### src/rtl/time_of_day_if.sv
// Signal bundle between the time-of-day counter and its tick/button sources and display/date sinks.
// Inputs are single-cycle pulses except mode, which is a level.
interface time_of_day_if;
    logic       en;
    logic       mode;
    logic       sel_next;
    logic       inc;
    logic [3:0] hour1;
    logic [3:0] hour0;
    logic [3:0] min1;
    logic [3:0] min0;
    logic [3:0] sec1;
    logic [3:0] sec0;
    logic [1:0] field;
    logic       cout;

    modport master (
        output en, mode, sel_next, inc,
        input  hour1, hour0, min1, min0, sec1, sec0, field, cout
    );

    modport slave (
        input  en, mode, sel_next, inc,
        output hour1, hour0, min1, min0, sec1, sec0, field, cout
    );
endinterface

### src/rtl/time_of_day.sv
// 24-hour BCD hh:mm:ss counter with per-field set mode; cout carries midnight rollover to the date counter.
//
// state   | meaning
// RUN     | counting seconds on each en tick
// SET_HR  | time frozen, inc bumps hours
// SET_MIN | time frozen, inc bumps minutes
// SET_SEC | time frozen, inc bumps seconds
module time_of_day #(
    parameter int INIT_HOUR = 0
) (
    input logic           clk,
    input logic           rst_n,
    time_of_day_if.slave  bus
);
    typedef enum logic [1:0] {
        RUN     = 2'd0,
        SET_HR  = 2'd1,
        SET_MIN = 2'd2,
        SET_SEC = 2'd3
    } state_t;

    localparam logic [3:0] INIT_H1 = 4'(INIT_HOUR / 10);
    localparam logic [3:0] INIT_H0 = 4'(INIT_HOUR % 10);

    state_t     state, state_next;
    logic [1:0] field_q, field_next;
    // each field held as {tens, units}
    logic [7:0] hr_q, min_q, sec_q;
    logic [7:0] hr_next, min_next, sec_next;
    logic [7:0] hr_inc, min_inc, sec_inc;
    logic       hr_max, min_max, sec_max;
    logic       tick, set_inc;

    always_ff @(posedge clk or negedge rst_n) begin
        if (!rst_n) begin
            state   <= RUN;
            field_q <= 2'b00;
            hr_q    <= {INIT_H1, INIT_H0};
            min_q   <= 8'h00;
            sec_q   <= 8'h00;
        end else begin
            state   <= state_next;
            field_q <= field_next;
            hr_q    <= hr_next;
            min_q   <= min_next;
            sec_q   <= sec_next;
        end
    end

    always_comb begin
        state_next = state;
        case (state)
            RUN:     if (bus.mode) state_next = SET_HR;
            SET_HR:  if (!bus.mode) state_next = RUN; else if (bus.sel_next) state_next = SET_MIN;
            SET_MIN: if (!bus.mode) state_next = RUN; else if (bus.sel_next) state_next = SET_SEC;
            SET_SEC: if (!bus.mode) state_next = RUN; else if (bus.sel_next) state_next = SET_HR;
            default: state_next = RUN;
        endcase

        field_next = 2'b00;
        case (state_next)
            SET_MIN: field_next = 2'b01;
            SET_SEC: field_next = 2'b10;
            default: field_next = 2'b00;
        endcase
    end

    // Wrapping +1 of each field on its own; carries are chained below only in RUN.
    always_comb begin
        sec_max = (sec_q == 8'h59);
        min_max = (min_q == 8'h59);
        hr_max  = (hr_q  == 8'h23);

        if (sec_q[3:0] == 4'd9)
            sec_inc = {(sec_max ? 4'd0 : sec_q[7:4] + 4'd1), 4'd0};
        else
            sec_inc = {sec_q[7:4], sec_q[3:0] + 4'd1};

        if (min_q[3:0] == 4'd9)
            min_inc = {(min_max ? 4'd0 : min_q[7:4] + 4'd1), 4'd0};
        else
            min_inc = {min_q[7:4], min_q[3:0] + 4'd1};

        if (hr_max)
            hr_inc = 8'h00;
        else if (hr_q[3:0] == 4'd9)
            hr_inc = {hr_q[7:4] + 4'd1, 4'd0};
        else
            hr_inc = {hr_q[7:4], hr_q[3:0] + 4'd1};
    end

    always_comb begin
        tick     = bus.en && (state == RUN);
        set_inc  = bus.inc && bus.mode && (state != RUN);
        hr_next  = hr_q;
        min_next = min_q;
        sec_next = sec_q;

        if (tick) begin
            sec_next = sec_inc;
            if (sec_max) min_next = min_inc;
            if (sec_max && min_max) hr_next = hr_inc;
        end else if (set_inc) begin
            case (state)
                SET_HR:  hr_next  = hr_inc;
                SET_MIN: min_next = min_inc;
                SET_SEC: sec_next = sec_inc;
                default: ;
            endcase
        end
    end

    assign bus.hour1 = hr_q[7:4];
    assign bus.hour0 = hr_q[3:0];
    assign bus.min1  = min_q[7:4];
    assign bus.min0  = min_q[3:0];
    assign bus.sec1  = sec_q[7:4];
    assign bus.sec0  = sec_q[3:0];
    assign bus.field = field_q;
    assign bus.cout  = tick && hr_max && min_max && sec_max;
endmodule

### src/flat_wrapper.sv
// flat-port wrapper written by rule: the top's interface ports become plain ports
module time_of_day_flat 
#(
    parameter int INIT_HOUR = 0
)
  (clk, rst_n, bus_en, bus_mode, bus_sel_next, bus_inc, bus_hour1, bus_hour0, bus_min1, bus_min0, bus_sec1, bus_sec0, bus_field, bus_cout);
  time_of_day_if bus_i ();
  input logic clk;
  input logic rst_n;
  input wire logic [$bits(bus_i.en)-1:0] bus_en;
  input wire logic [$bits(bus_i.mode)-1:0] bus_mode;
  input wire logic [$bits(bus_i.sel_next)-1:0] bus_sel_next;
  input wire logic [$bits(bus_i.inc)-1:0] bus_inc;
  output wire logic [$bits(bus_i.hour1)-1:0] bus_hour1;
  output wire logic [$bits(bus_i.hour0)-1:0] bus_hour0;
  output wire logic [$bits(bus_i.min1)-1:0] bus_min1;
  output wire logic [$bits(bus_i.min0)-1:0] bus_min0;
  output wire logic [$bits(bus_i.sec1)-1:0] bus_sec1;
  output wire logic [$bits(bus_i.sec0)-1:0] bus_sec0;
  output wire logic [$bits(bus_i.field)-1:0] bus_field;
  output wire logic [$bits(bus_i.cout)-1:0] bus_cout;
  assign bus_i.en = bus_en;
  assign bus_i.mode = bus_mode;
  assign bus_i.sel_next = bus_sel_next;
  assign bus_i.inc = bus_inc;
  assign bus_hour1 = bus_i.hour1;
  assign bus_hour0 = bus_i.hour0;
  assign bus_min1 = bus_i.min1;
  assign bus_min0 = bus_i.min0;
  assign bus_sec1 = bus_i.sec1;
  assign bus_sec0 = bus_i.sec0;
  assign bus_field = bus_i.field;
  assign bus_cout = bus_i.cout;
  time_of_day #(.INIT_HOUR(INIT_HOUR)) u_core (.clk(clk), .rst_n(rst_n), .bus(bus_i));
endmodule
### config.mk
export PLATFORM = sky130hd
export DESIGN_NAME = time_of_day_flat
export DESIGN_NICKNAME = d
export VERILOG_FILES = /design/src/rtl/time_of_day_if.sv /design/src/rtl/time_of_day.sv /design/src/flat_wrapper.sv
export SDC_FILE = /design/constraint.sdc
export NUM_CORES = 1
export LEC_CHECK = 0
export BUFFER_PORTS_ARGS = -buffer_cell sky130_fd_sc_hd__buf_2
export CORE_MARGIN = 8
export CORE_UTILIZATION = 35
export CTS_CLUSTER_DIAMETER = 100
export DETAILED_ROUTE_END_ITERATION = 10
export SYNTH_ARGS = -nofsm -noshare
export SYNTH_HDL_FRONTEND = slang
export SYNTH_SLANG_ARGS = --single-unit
### constraint.sdc
create_clock -name clk -period 3.4 [get_ports clk]
set_input_delay 0.51 -clock clk [delete_from_list [all_inputs] [get_ports clk]]
set_output_delay 0.51 -clock clk [all_outputs]
set_load 0.005 [all_outputs]
Word level (Yosys, flattened, before mapping)

Cells that the tools add are included.

$add $sub $neg: 6
$mul: 0
Div/mod/pow operators: 0
Order comparisons: 0
Equality and inequality tests: 13
Shift operators: 0
Mux-type cells: 26
Bitwise operators: 0
Reduce and logical (&&, ||, !) cells: 16

Operators with widths:

| cell                  | number |
|---|---|
| $mux W8               | 15 |
| $add A4 B1 Y4 const B | 6 |
| $eq A8 B7 Y1 const B  | 2 |
| $mux W2               | 7 |
| $eq A4 B4 Y1 const B  | 3 |
| $reduce_bool A2 Y1    | 5 |
| $eq A2 B2 Y1 const B  | 4 |
| $eq A8 B6 Y1 const B  | 1 |
| $mux W4               | 2 |
| $pmux W2 S4           | 1 |
| $logic_and A1 B1 Y1   | 7 |
| $reduce_and A3 Y1     | 2 |
| $pmux W2 S2           | 1 |
| $eq A2 B1 Y1 const B  | 1 |
| $logic_not A2 Y1      | 1 |
| $ne A2 B1 Y1 const B  | 1 |
| $ne A2 B2 Y1 const B  | 1 |
| $reduce_and A2 Y1     | 1 |

Register bits: 28
Bits in latches: 0
Bits in writable memories: 0
Bits in read-only memories: 0
Word-level logic and storage cells: 66
Memories: 0

Depth between registers and ports, before layout

Gate-level depths: netlist of run 1.

Word-level depth: 6
Depth in mapped cells: 7
Gate-level depth less buffers: 7

Worst setup path after synthesis of run 1

No wires, ideal clock.

Kind: flip-flop to flip-flop
Start: reg u_core.sec_q[4]
End: reg u_core.min_q[4]
Data arrival time: 1.601 ns
Setup slack: 1.675 ns
Stages on the path, launching flop included: 6
Path buffers: 0
Period minus slack after synthesis: 1.725 ns
Cells stage by stage: dfrtp_1 ha_1 and3b_1 a31o_2 nand2_1 mux2_2

Longest elaborated chain between the ends: 3

RTL lines:

| item                        | line              | RTL |
|---|---|---|
| start: declaration          | time_of_day.sv:28 | `logic [7:0] hr_q, min_q, sec_q;` |
| start signal: assignment    | time_of_day.sv:46 | `sec_q <= sec_next;` |
| $eq A8 B7 Y1                | time_of_day.sv:70 | `sec_max = (sec_q == 8'h59);` |
| $ne A2 B1 Y1 (no line)      | -                 |  |
| $reduce_and A3 Y1 (no line) | -                 |  |
| end signal: assignment      | time_of_day.sv:45 | `min_q <= min_next;` |
| end: declaration            | time_of_day.sv:28 |  |

Every way passes these cells.
A chain may end at the register's enable or synchronous reset.

Worst setup path in the final report of run 1

Start: reg u_core.sec_q[5]
End: out bus_cout

Longest elaborated chain between the ends: 2

RTL lines:

| item                | line               | RTL |
|---|---|---|
| $eq A8 B7 Y1        | time_of_day.sv:70  |  |
| $logic_and A1 B1 Y1 | time_of_day.sv:120 | `assign bus.cout = tick && hr_max && min_max && sec_max;` |
| end: declaration    | flat_wrapper.sv:21 | `output wire logic [$bits(bus_i.cout)-1:0] bus_cout;` |

Every way passes these cells.

==> flow_summary.yaml, run 1 <==
clocking:
  insertion_delay_ns: 0.27
  cts_tree: "yes"
  clockRootBuffer: "clkbuf_8"
  clock_path_buffers: 2
  htree_levels: 1
  numCtsBuffers: 3
  post_cts.repair.setup_buffers: 0
  cts_num_sinks: 28
  cts-resized-gates: 0
  clkTransAtPathRegs_ns: 0.09
  hold_buffers: 0
logic_synthesis:
  synth_edf_count: 0
  synth.avg_cell_area_um2: 10.57
  seq_area_frac_synth_pct: 46.05
  ys_seq_elements: 28
  synthArstFlopShare_pct: 100.0
  synth_ff_type: "dfrtp_1"
  yosysWarnings: 0
  synthesis.area_mm2: 0.001521
  syn_inst: 144
  synth.distinct_cells: 42
  synth_fp_nets: 158
worst_setup_path:
  cp_max_fo: 5
  end_kind: "output pin"
  crit_type: "flop to output pin"
  crit_path_start_kind: "flop"
  worstPathArrival_ns: 1.68
  critPathLaunch: "u_core.sec_q[5]$_DFFE_PN0P_"
  critPathRequiredTime_ns: 2.89
  r2r_start: "u_core.sec_q[5]$_DFFE_PN0P_"
finish:
  multi_input_area_um2: 783.3
  diodes: 0
  syn2layout_area_growth_pct: 16.78
  seqCellArea_um2: 700.7
  drive_gt1_share_pct: 30.34
  design_area_mm2: 0.001777
  nFillCells: 437
  nets: 194
routing:
  wirelength_um: 3266
  wl_per_cell_um: 14.20
  drt_pass1_iterations: 4
  drc: 0
  ant_nets: 0
  detail_route.vias_per_cell: 5.165
  drtIter0Drc: 104
  vias: 1188
grt:
  antenna_found_initial: 0
  grt_pass1_vias: 1230
  grt_max_degree: 29
  grt_remaining_overflow: 0
  grt_usage_pct: 10.80
  grt_pass1_wl_um: 5775
power:
  leakagePower_nw: 0.8657
  p_per_area_mw_per_mm2: 601.2
  ir_drop_mv: 0.2711
floorplan:
  ios: 33
  dieArea_mm2: 0.006713
  dieHeight_um: 81.93
  row_count: 24
  fp.dieW_um: 81.93
  core-area_mm2: 0.004264
  initial_utilization_pct: 35.68
sta:
  slew_viol_final: 0
  period_share_pct: 64.49
  clock.fmax_mhz: 456.1
  relSlewSlack_pct: 57.24
  setup_tns_ns: 0
  fin_skew_ns: 0.001190
  worstMarginPinSlew_ns: 0.6414
  hold_viol: 0
  period_needed_ns: 2.193
  rsz0062_at_grt: "no"
  setup_viol_count_final: 0
job:
  max_cap_viol_count: 0
placed_design:
  io_buffer_count: 32
  placed_area_mm2: 0.001735
  dp_hpwl_um: 2486
  place.gp.congestion: 0.7073
status:
  status: "finished, final reports clean"
hold_path:
  hold_path.class: "input pin to asynchronous set/reset pin"
-- critical path: stages, from the launching register on --
cell and delay (ns):
dfrtp_1 0.44, inv_1 0.11, ha_1 0.18, and3b_1 0.25, nand3_1 0.10, nor3_1 0.19
buf_2 0.14
-- metal layers --
layer	track usage, %	vias to the layer above	share of wire [%]
met5	0	-	0
met4	4.211	0	1.1
met3	2.188	4	5.5
met2	17.36	33	47
met1	13.89	571	46
li1	-	580	-
-- flip-flops by register name, indices dropped and copies added, names as in the netlist --
name and cells:
u_core.hr_q 8, u_core.min_q 8, u_core.state 2, u_core.sec_q 8
u_core.bus.field 2
-- final timing paths --
path                                                 end  slack, ns  depth (start not counted)
min in group clk              u_core.hr_q[7]$_DFFE_PN0P_       0.49                          1
hold / removal             u_core.bus.field[0]$_DFF_PN0_       0.25                          1
setup reg to reg              u_core.hr_q[1]$_DFFE_PN0P_       1.53                          7
setup / recovery                                bus_cout       1.21                          6
max in group asynchronous    u_core.min_q[4]$_DFFE_PN0P_       2.74                          1
hold reg to reg               u_core.hr_q[7]$_DFFE_PN0P_       0.49                          1
-- cell families (layout without fill, tap and decap cells) --
| family | Yosys count | in the layout | share of synthesized area [%] |
|---|---|---|---|
| and+or+nand+nor | 60 | 60 | 24.10 |
| DFF | 28 | 28 | 46.05 |
| adders and majority gates | 8 | 8 | 6.579 |
| xor gates and xnor gates | 6 | 6 | 3.455 |
| muxes | 7 | 7 | 5.427 |
| buffers and inverters | 8 | 42 | 2.467 |
| AOI/OAI and AO/OA | 27 | 27 | 11.93 |
-- area by class of cell --
type | count | area share (%)
inverters | 7 | 1.479
well taps | 52 | 3.662
repair buffers | 32 | 9.014
clock buffers | 3 | 2.324
flip-flops and latches | 28 | 39.44
multi-input cells | 108 | 44.08
-- stage by stage --
step	util [%]	total power, mW	hold WS [ns]	worst slack (ns)	instances
floorplan	-	0.7412	0.2144	1.675	144
global placement	40.70	0.8723	0.4888	1.532	227
detailed placement	40.70	0.8981	0.4810	1.484	227
CTS	41.67	1.082	0.2682	1.161	230
global route	41.67	1.166	0.2963	1.034	230
finish	41.67	1.068	0.2499	1.207	230
-- Yosys cell counts, drive strengths merged (3+ instances only) --
library cell	n	area (µm²)
o21ai	9	52.55
and3	3	18.77
inv	7	26.28
mux2	7	82.57
nor3	3	20.02
nand3	11	55.05
and2	3	23.78
a21oi	6	30.03
ha	8	100.1
xnor2	3	26.28
nor2	8	30.03
nand2	13	48.80
nor2b	6	37.54
dfrtp	28	700.7
xor2	3	26.28
-- where the power goes --
part           internal, mW  switching [mW]
combinational         0.185           0.168
sequential            0.415           0.120
clock                0.0796           0.101
-- placed cells by master, fill, tap and decap left out, drive strengths merged, types with 2 or more instances in the layout --
cell / synthesis / layout
buf: 1 / 32
dfrtp: 28 / 28
nand2: 13 / 13
nand3: 11 / 11
o21ai: 9 / 9
nor2: 8 / 8
ha: 8 / 8
inv: 7 / 7
mux2: 7 / 7
nor2b: 6 / 6
a21oi: 6 / 6
xor2: 3 / 3
and3: 3 / 3
xnor2: 3 / 3
clkbuf: 0 / 3
nor3: 3 / 3
and2: 3 / 3
and3b: 2 / 2
a31o: 2 / 2
o31ai: 2 / 2
nor3b: 2 / 2
and4bb: 2 / 2
Power figures use the tool's default switching activity.
==> run 2: changes to the inputs <==
--- a/config.mk
+++ b/config.mk
@@ -5,6 +5,7 @@
 export SDC_FILE = /design/constraint.sdc
 export NUM_CORES = 1
 export LEC_CHECK = 0
+export ABC_AREA = 1
 export BUFFER_PORTS_ARGS = -buffer_cell sky130_fd_sc_hd__buf_2
 export CORE_MARGIN = 8
 export CORE_UTILIZATION = 35
==> constraint.sdc (replaced) <==
create_clock -name clk -period 2.05 [get_ports clk]
set_input_delay 0.3075 -clock clk [delete_from_list [all_inputs] [get_ports clk]]
set_output_delay 0.3075 -clock clk [all_outputs]
set_load 0.005 [all_outputs]
==> flow_summary.yaml, run 2 <==
status:
  status: "finished, final reports clean"
clocking:
  htree_levels: 1
  insertion_delay_ns: 0.28
  numCtsBuffers: 3
  hold_buffers: 0
  cts_tree: "yes"
  cts_num_sinks: 28
  clkTransAtPathRegs_ns: 0.10
  clockRootBuffer: "clkbuf_8"
  clock_path_buffers: 2
logic_synthesis:
  yosysWarnings: 0
  synthArstFlopShare_pct: 100.0
  syn_inst: 206
  synth_fp_nets: 220
  yosysMostFrequentCell: "nand2_1"
  synth_top_cell_area_share_pct: 39.91
  yosysTopAreaCell: "dfrtp_1"
  synth.avg_cell_area_um2: 8.522
  yosys-top-cells-count: "nand2_1, dfrtp_1, inv_1, nor2_1, o21ai_0"
  synth_area_leaders: "dfrtp_1, nand2_1, ha_1"
  seq_area_frac_synth_pct: 39.91
  synth_ff_type: "dfrtp_1"
  synth_edf_count: 0
  synth.distinct_cells: 30
  synthesis.area_mm2: 0.001755
  ys_seq_elements: 28
sta:
  setup_tns_ns: 0
  worstMarginPinSlew_ns: 0.6365
  hold_viol: 0
  relSlewSlack_pct: 57.57
  clock.fmax_mhz: 528.1
  period_share_pct: 92.38
  fin_skew_ns: 0.005472
  rsz0062_at_grt: "no"
  fin_ws_ns: 0.1563
  setup_viol_count_final: 0
  period_needed_ns: 1.894
  worst_hold_slack_ns: 0.04269
  slew_viol_final: 0
grt:
  grt_remaining_overflow: 0
  grt_usage_pct: 10.28
  grt_pass1_wl_um: 6320
  grt_max_degree: 29
  antenna_found_initial: 0
  grt_pass1_vias: 1398
routing:
  drtIter0Drc: 58
  drc: 0
  wl_met3_um: 164
  wl_per_cell_um: 11.60
  route.met2.wl_um: 1600
  wl_met1_um: 1789
  vias: 1386
  highest-signal-layer: "met4"
  detail_route.vias_per_cell: 4.471
  ant_nets: 0
  drt_pass1_iterations: 4
  wirelength_um: 3597
finish:
  top_regs: "u_core.hr_q x8, u_core.min_q x8, u_core.sec_q x8"
  syn2layout_area_growth_pct: 18.75
  fin_util_pct: 43.56
  drive_gt1_share_pct: 30.04
  diodes: 0
  finalNonFillerCells: 310
  final_cell_mix: "nand2_1, buf_2, dfrtp_1, inv_1, nor2_1"
  nets: 258
  final_common_cell: "nand2_1"
job:
  max_cap_viol_count: 0
worst_setup_path:
  worstPathArrival_ns: 1.59
  cp_max_fo: 4
  r2r_start: "u_core.sec_q[5]$_DFFE_PN0P_"
  crit_path_start_kind: "flop"
  crit_type: "flop to output pin"
  end_kind: "output pin"
  critPathRequiredTime_ns: 1.74
  critPathLaunch: "u_core.sec_q[5]$_DFFE_PN0P_"
floorplan:
  dieHeight_um: 86.82
  ios: 33
  initial_utilization_pct: 36.68
  row_count: 25
  dieArea_mm2: 0.007538
  fp.dieW_um: 86.82
  core-area_mm2: 0.004786
placed_design:
  io_buffer_count: 32
  dp_cells: 305
  dp_hpwl_um: 2744
  place.gp.congestion: 0.8193
  dpl_worst_slack_ns: 0.3827
hold_path:
  hold_path.class: "input pin to asynchronous set/reset pin"
power:
  ir_drop_mv: 0.5554
  p_per_area_mw_per_mm2: 994.3
  leakagePower_nw: 1.136
## run 2: changes by cell type after synthesis, sizes merged, moves of 3 or more
cell / before / now
and2: 3 / 0
nand4: 1 / 11
mux2: 7 / 0
nor2b: 6 / 0
nand2: 13 / 54
o21ai: 9 / 18
and3: 3 / 0
a21oi: 6 / 1
inv: 7 / 28
nor2: 8 / 30
## run 2: kinds of logic (layout without fill, tap and decap cells)
group	after synthesis	count (layout)	synth area share, %
buffers and inverters	29	66	6.415
DFF	28	28	39.91
and+or+nand+nor	111	111	35.57
AOI/OAI and AO/OA	22	22	8.340
adders and majority gates	8	8	5.702
muxes	1	1	0.5702
xor gates and xnor gates	7	7	3.493
## run 2: report_power, final
part	switching [mW]	total, mW	internal [mW]
logic	0.403	0.726	0.323
clock network	0.180	0.441	0.262
registers	0.203	0.905	0.702
total	0.786	2.07	1.29
## run 2: final cells by class
| class | instances | area [µm²] |
|---|---|---|
| fill | 500 | 2701 |
| clock inverter | 1 | 30.03 |
| clock buffer | 3 | 41.29 |
| sequential | 28 | 701.9 |
| inverter | 29 | 112.6 |
| timing repair buffer | 33 | 167.7 |
| tap | 67 | 83.83 |
| multi-input combinational | 149 | 947.2 |
## run 2: what timing repair did
action	in CTS	in global routing
gates resized for setup	0	2
endpoints found under the setup margin	0	1
setup buffers	0	1
## run 2: routing by layer
layer	track usage, %	vias to the layer above
li1	-	738
met1	12.67	619
met2	16.86	25
met3	2.268	4
met4	4.069	0
met5	0	-
## run 2: path summary, 6_finish.rpt
check	endpoint	slack [ns]	cells past startpoint
min	u_core.hr_q[7]$_DFFE_PN0P_	0.04	1
max reg2reg	u_core.min_q[6]$_DFFE_PN0P_	0.52	9
min in group clk	u_core.state[0]$_DFF_PN0_	0.29	3
min reg2reg	u_core.sec_q[0]$_DFFE_PN0P_	0.54	1
max in group asynchronous	u_core.min_q[4]$_DFFE_PN0P_	1.56	1
max	bus_cout	0.16	7
## run 2: through the flow
stage          total power [mW]  area (µm²)
4_1_cts                   2.105        2071
3_5_place_dp              1.651        1999
2_1_floorplan             1.378        1755
5_1_grt                   2.239        2085
3_3_place_gp              1.638        1999
6_report                  2.073        2085
## run 2: critical path, cell delays in order, from the launching register on
cell	delay, ns
dfrtp_1	0.42
inv_1	0.09
ha_1	0.19
nand3_4	0.11
nor2_8	0.17
nand2_4	0.08
nor3_2	0.11
buf_2	0.14
==> run 3: changes to the inputs <==
--- a/config.mk
+++ b/config.mk
@@ -11,6 +11,7 @@
 export CORE_UTILIZATION = 35
 export CTS_CLUSTER_DIAMETER = 100
 export DETAILED_ROUTE_END_ITERATION = 10
+export MAX_ROUTING_LAYER = met4
 export SYNTH_ARGS = -nofsm -noshare
 export SYNTH_HDL_FRONTEND = slang
 export SYNTH_SLANG_ARGS = --single-unit
==> flow_summary.yaml, run 3 (synthesis gave the netlist of run 2 again) <==
worst_setup_path:
  worstPathArrival_ns: 1.59
  cpPeakStageDelay_ns: 0.42
  cp_max_fo: 4
  slowest_stage: "dfrtp_1"
  reg2reg_to: "u_core.min_q[6]$_DFFE_PN0P_"
  path_cells: "inv_1 -> ha_1 -> nand3_4 -> nor2_8 -> nand2_4 -> nor3_2 -> buf_2"
  r2r_start: "u_core.sec_q[5]$_DFFE_PN0P_"
  ff2ff_setup_slack_ns: 0.52
  r2r_cells: 9
  end_kind: "output pin"
  crit_type: "flop to output pin"
  crit_path_start_kind: "flop"
  cp_top_family: "simple AND/OR/NAND/NOR gates"
  critPathRequiredTime_ns: 1.74
  critPathBufInv: 2
grt:
  grt_remaining_overflow: 0
  antenna_found_initial: 0
  grt_max_degree: 29
  grt_pass1_wl_um: 6327
  grt_pass1_vias: 1400
  grt_usage_pct: 10.55
finish:
  drive_gt1_share_pct: 30.04
  syn2layout_area_growth_pct: 18.75
  final_cell_mix: "nand2_1, buf_2, dfrtp_1, inv_1, nor2_1"
  nFillCells: 500
  final_common_cell: "nand2_1"
  design_area_mm2: 0.002085
  top_regs: "u_core.hr_q x8, u_core.min_q x8, u_core.sec_q x8"
  fin_util_pct: 43.56
  nets: 258
  diodes: 0
  finalNonFillerCells: 310
routing:
  detail_route.vias_per_cell: 4.439
  ant_nets: 0
  drt_pass1_iterations: 4
  vias: 1376
  wl_per_cell_um: 11.63
  drc: 0
  drtIter0Drc: 55
  wirelength_um: 3606
clocking:
  clock_path_buffers: 2
  cts_tree: "yes"
  numCtsBuffers: 3
  cts_num_sinks: 28
  htree_levels: 1
  clockRootBuffer: "clkbuf_8"
  insertion_delay_ns: 0.28
  clkTransAtPathRegs_ns: 0.10
placed_design:
  io_buffer_count: 32
  place.gp.congestion: 0.8315
  dpl_worst_slack_ns: 0.3827
  dp_cells: 305
  placed_area_mm2: 0.001999
  dp_hpwl_um: 2744
sta:
  setup_tns_ns: 0
  clock.fmax_mhz: 528.2
  setup_viol_count_final: 0
  worstMarginPinSlew_ns: 0.6384
  fin_skew_ns: 0.007997
  hold_viol: 0
  slew_viol_final: 0
  relSlewSlack_pct: 57.44
  period_needed_ns: 1.893
  period_share_pct: 92.34
  fin_ws_ns: 0.1569
  rsz0062_at_grt: "no"
  worst_hold_slack_ns: 0.04403
floorplan:
  initial_utilization_pct: 36.68
  ios: 33
  dieArea_mm2: 0.007538
  core-area_mm2: 0.004786
  dieHeight_um: 86.82
  fp.dieW_um: 86.82
  row_count: 25
power:
  p_int_mw: 1.286
  seqPwrFrac_pct: 43.7
  power_frac_comb_pct: 35.1
  p_per_area_mw_per_mm2: 992.9
  leakagePower_nw: 1.136
  power_switching_share_pct: 37.85
  power.switching_mw: 0.7833
  ir_drop_mv: 0.5557
  finalPower_mw: 2.070
  p_clk_share_pct: 21.2
status:
  status: "finished, final reports clean"
job:
  max_cap_viol_count: 0
hold_path:
  hold_path.class: "input pin to asynchronous set/reset pin"
[run 3: cell counts in the layout (fill, tap and decap cells not counted)]
No cell type changed its count.
[run 3: worst max-delay path by stage]
stage	to	depth (start not counted)	startpoint	slack, ns
5_1_grt	bus_cout	7	u_core.sec_q[5]$_DFFE_PN0P_	0.06
3_3_place_gp	bus_cout	7	u_core.min_q[5]$_DFFE_PN0P_	0.39
6_report	bus_cout	7	u_core.sec_q[5]$_DFFE_PN0P_	0.16
3_5_place_dp	bus_cout	6	u_core.min_q[4]$_DFFE_PN0P_	0.38
4_1_cts	bus_cout	6	u_core.min_q[4]$_DFFE_PN0P_	0.07
2_1_floorplan	bus_cout	6	u_core.sec_q[5]$_DFFE_PN0P_	0.59
[run 3: final cells by class]
class / count / area [µm²] / share of cell area (%)
Clock buffer: 3 / 41.29 / 1.981
Tap cell: 67 / 83.83 / 4.022
Multi-Input combinational cell: 149 / 947.2 / 45.44
Sequential cell: 28 / 701.9 / 33.67
Clock inverter: 1 / 30.03 / 1.441
Timing Repair Buffer: 33 / 167.7 / 8.043
Inverter: 29 / 112.6 / 5.402
[run 3: power by group through the flow]
stage | combinational [mW] | sequential, mW | clock, mW
floorplan | 0.477 | 0.900 | 0
global placement | 0.733 | 0.905 | 0
detailed placement | 0.741 | 0.911 | 0
CTS | 0.747 | 0.904 | 0.453
global route | 0.834 | 0.934 | 0.470
finish | 0.727 | 0.905 | 0.438
[run 3: what timing repair did]
item                                    4_1_cts  5_1_grt
gates resized for setup                       0        2
endpoints found under the setup margin        0        1
buffers inserted                              0        1
hold buffers                                  0        0
endpoints found under the hold margin         0        0
[run 3: per-layer routing]
metal | share of wire [%] | global-route usage [%] | routed length, µm | vias to the layer above
li1 | - | - | - | 738
met1 | 51 | 12.95 | 1850 | 613
met2 | 45 | 16.86 | 1608 | 21
met3 | 2.9 | 1.796 | 104 | 4
met4 | 1.2 | 4.069 | 42 | 0
met5 | 0 | - | 0 | -
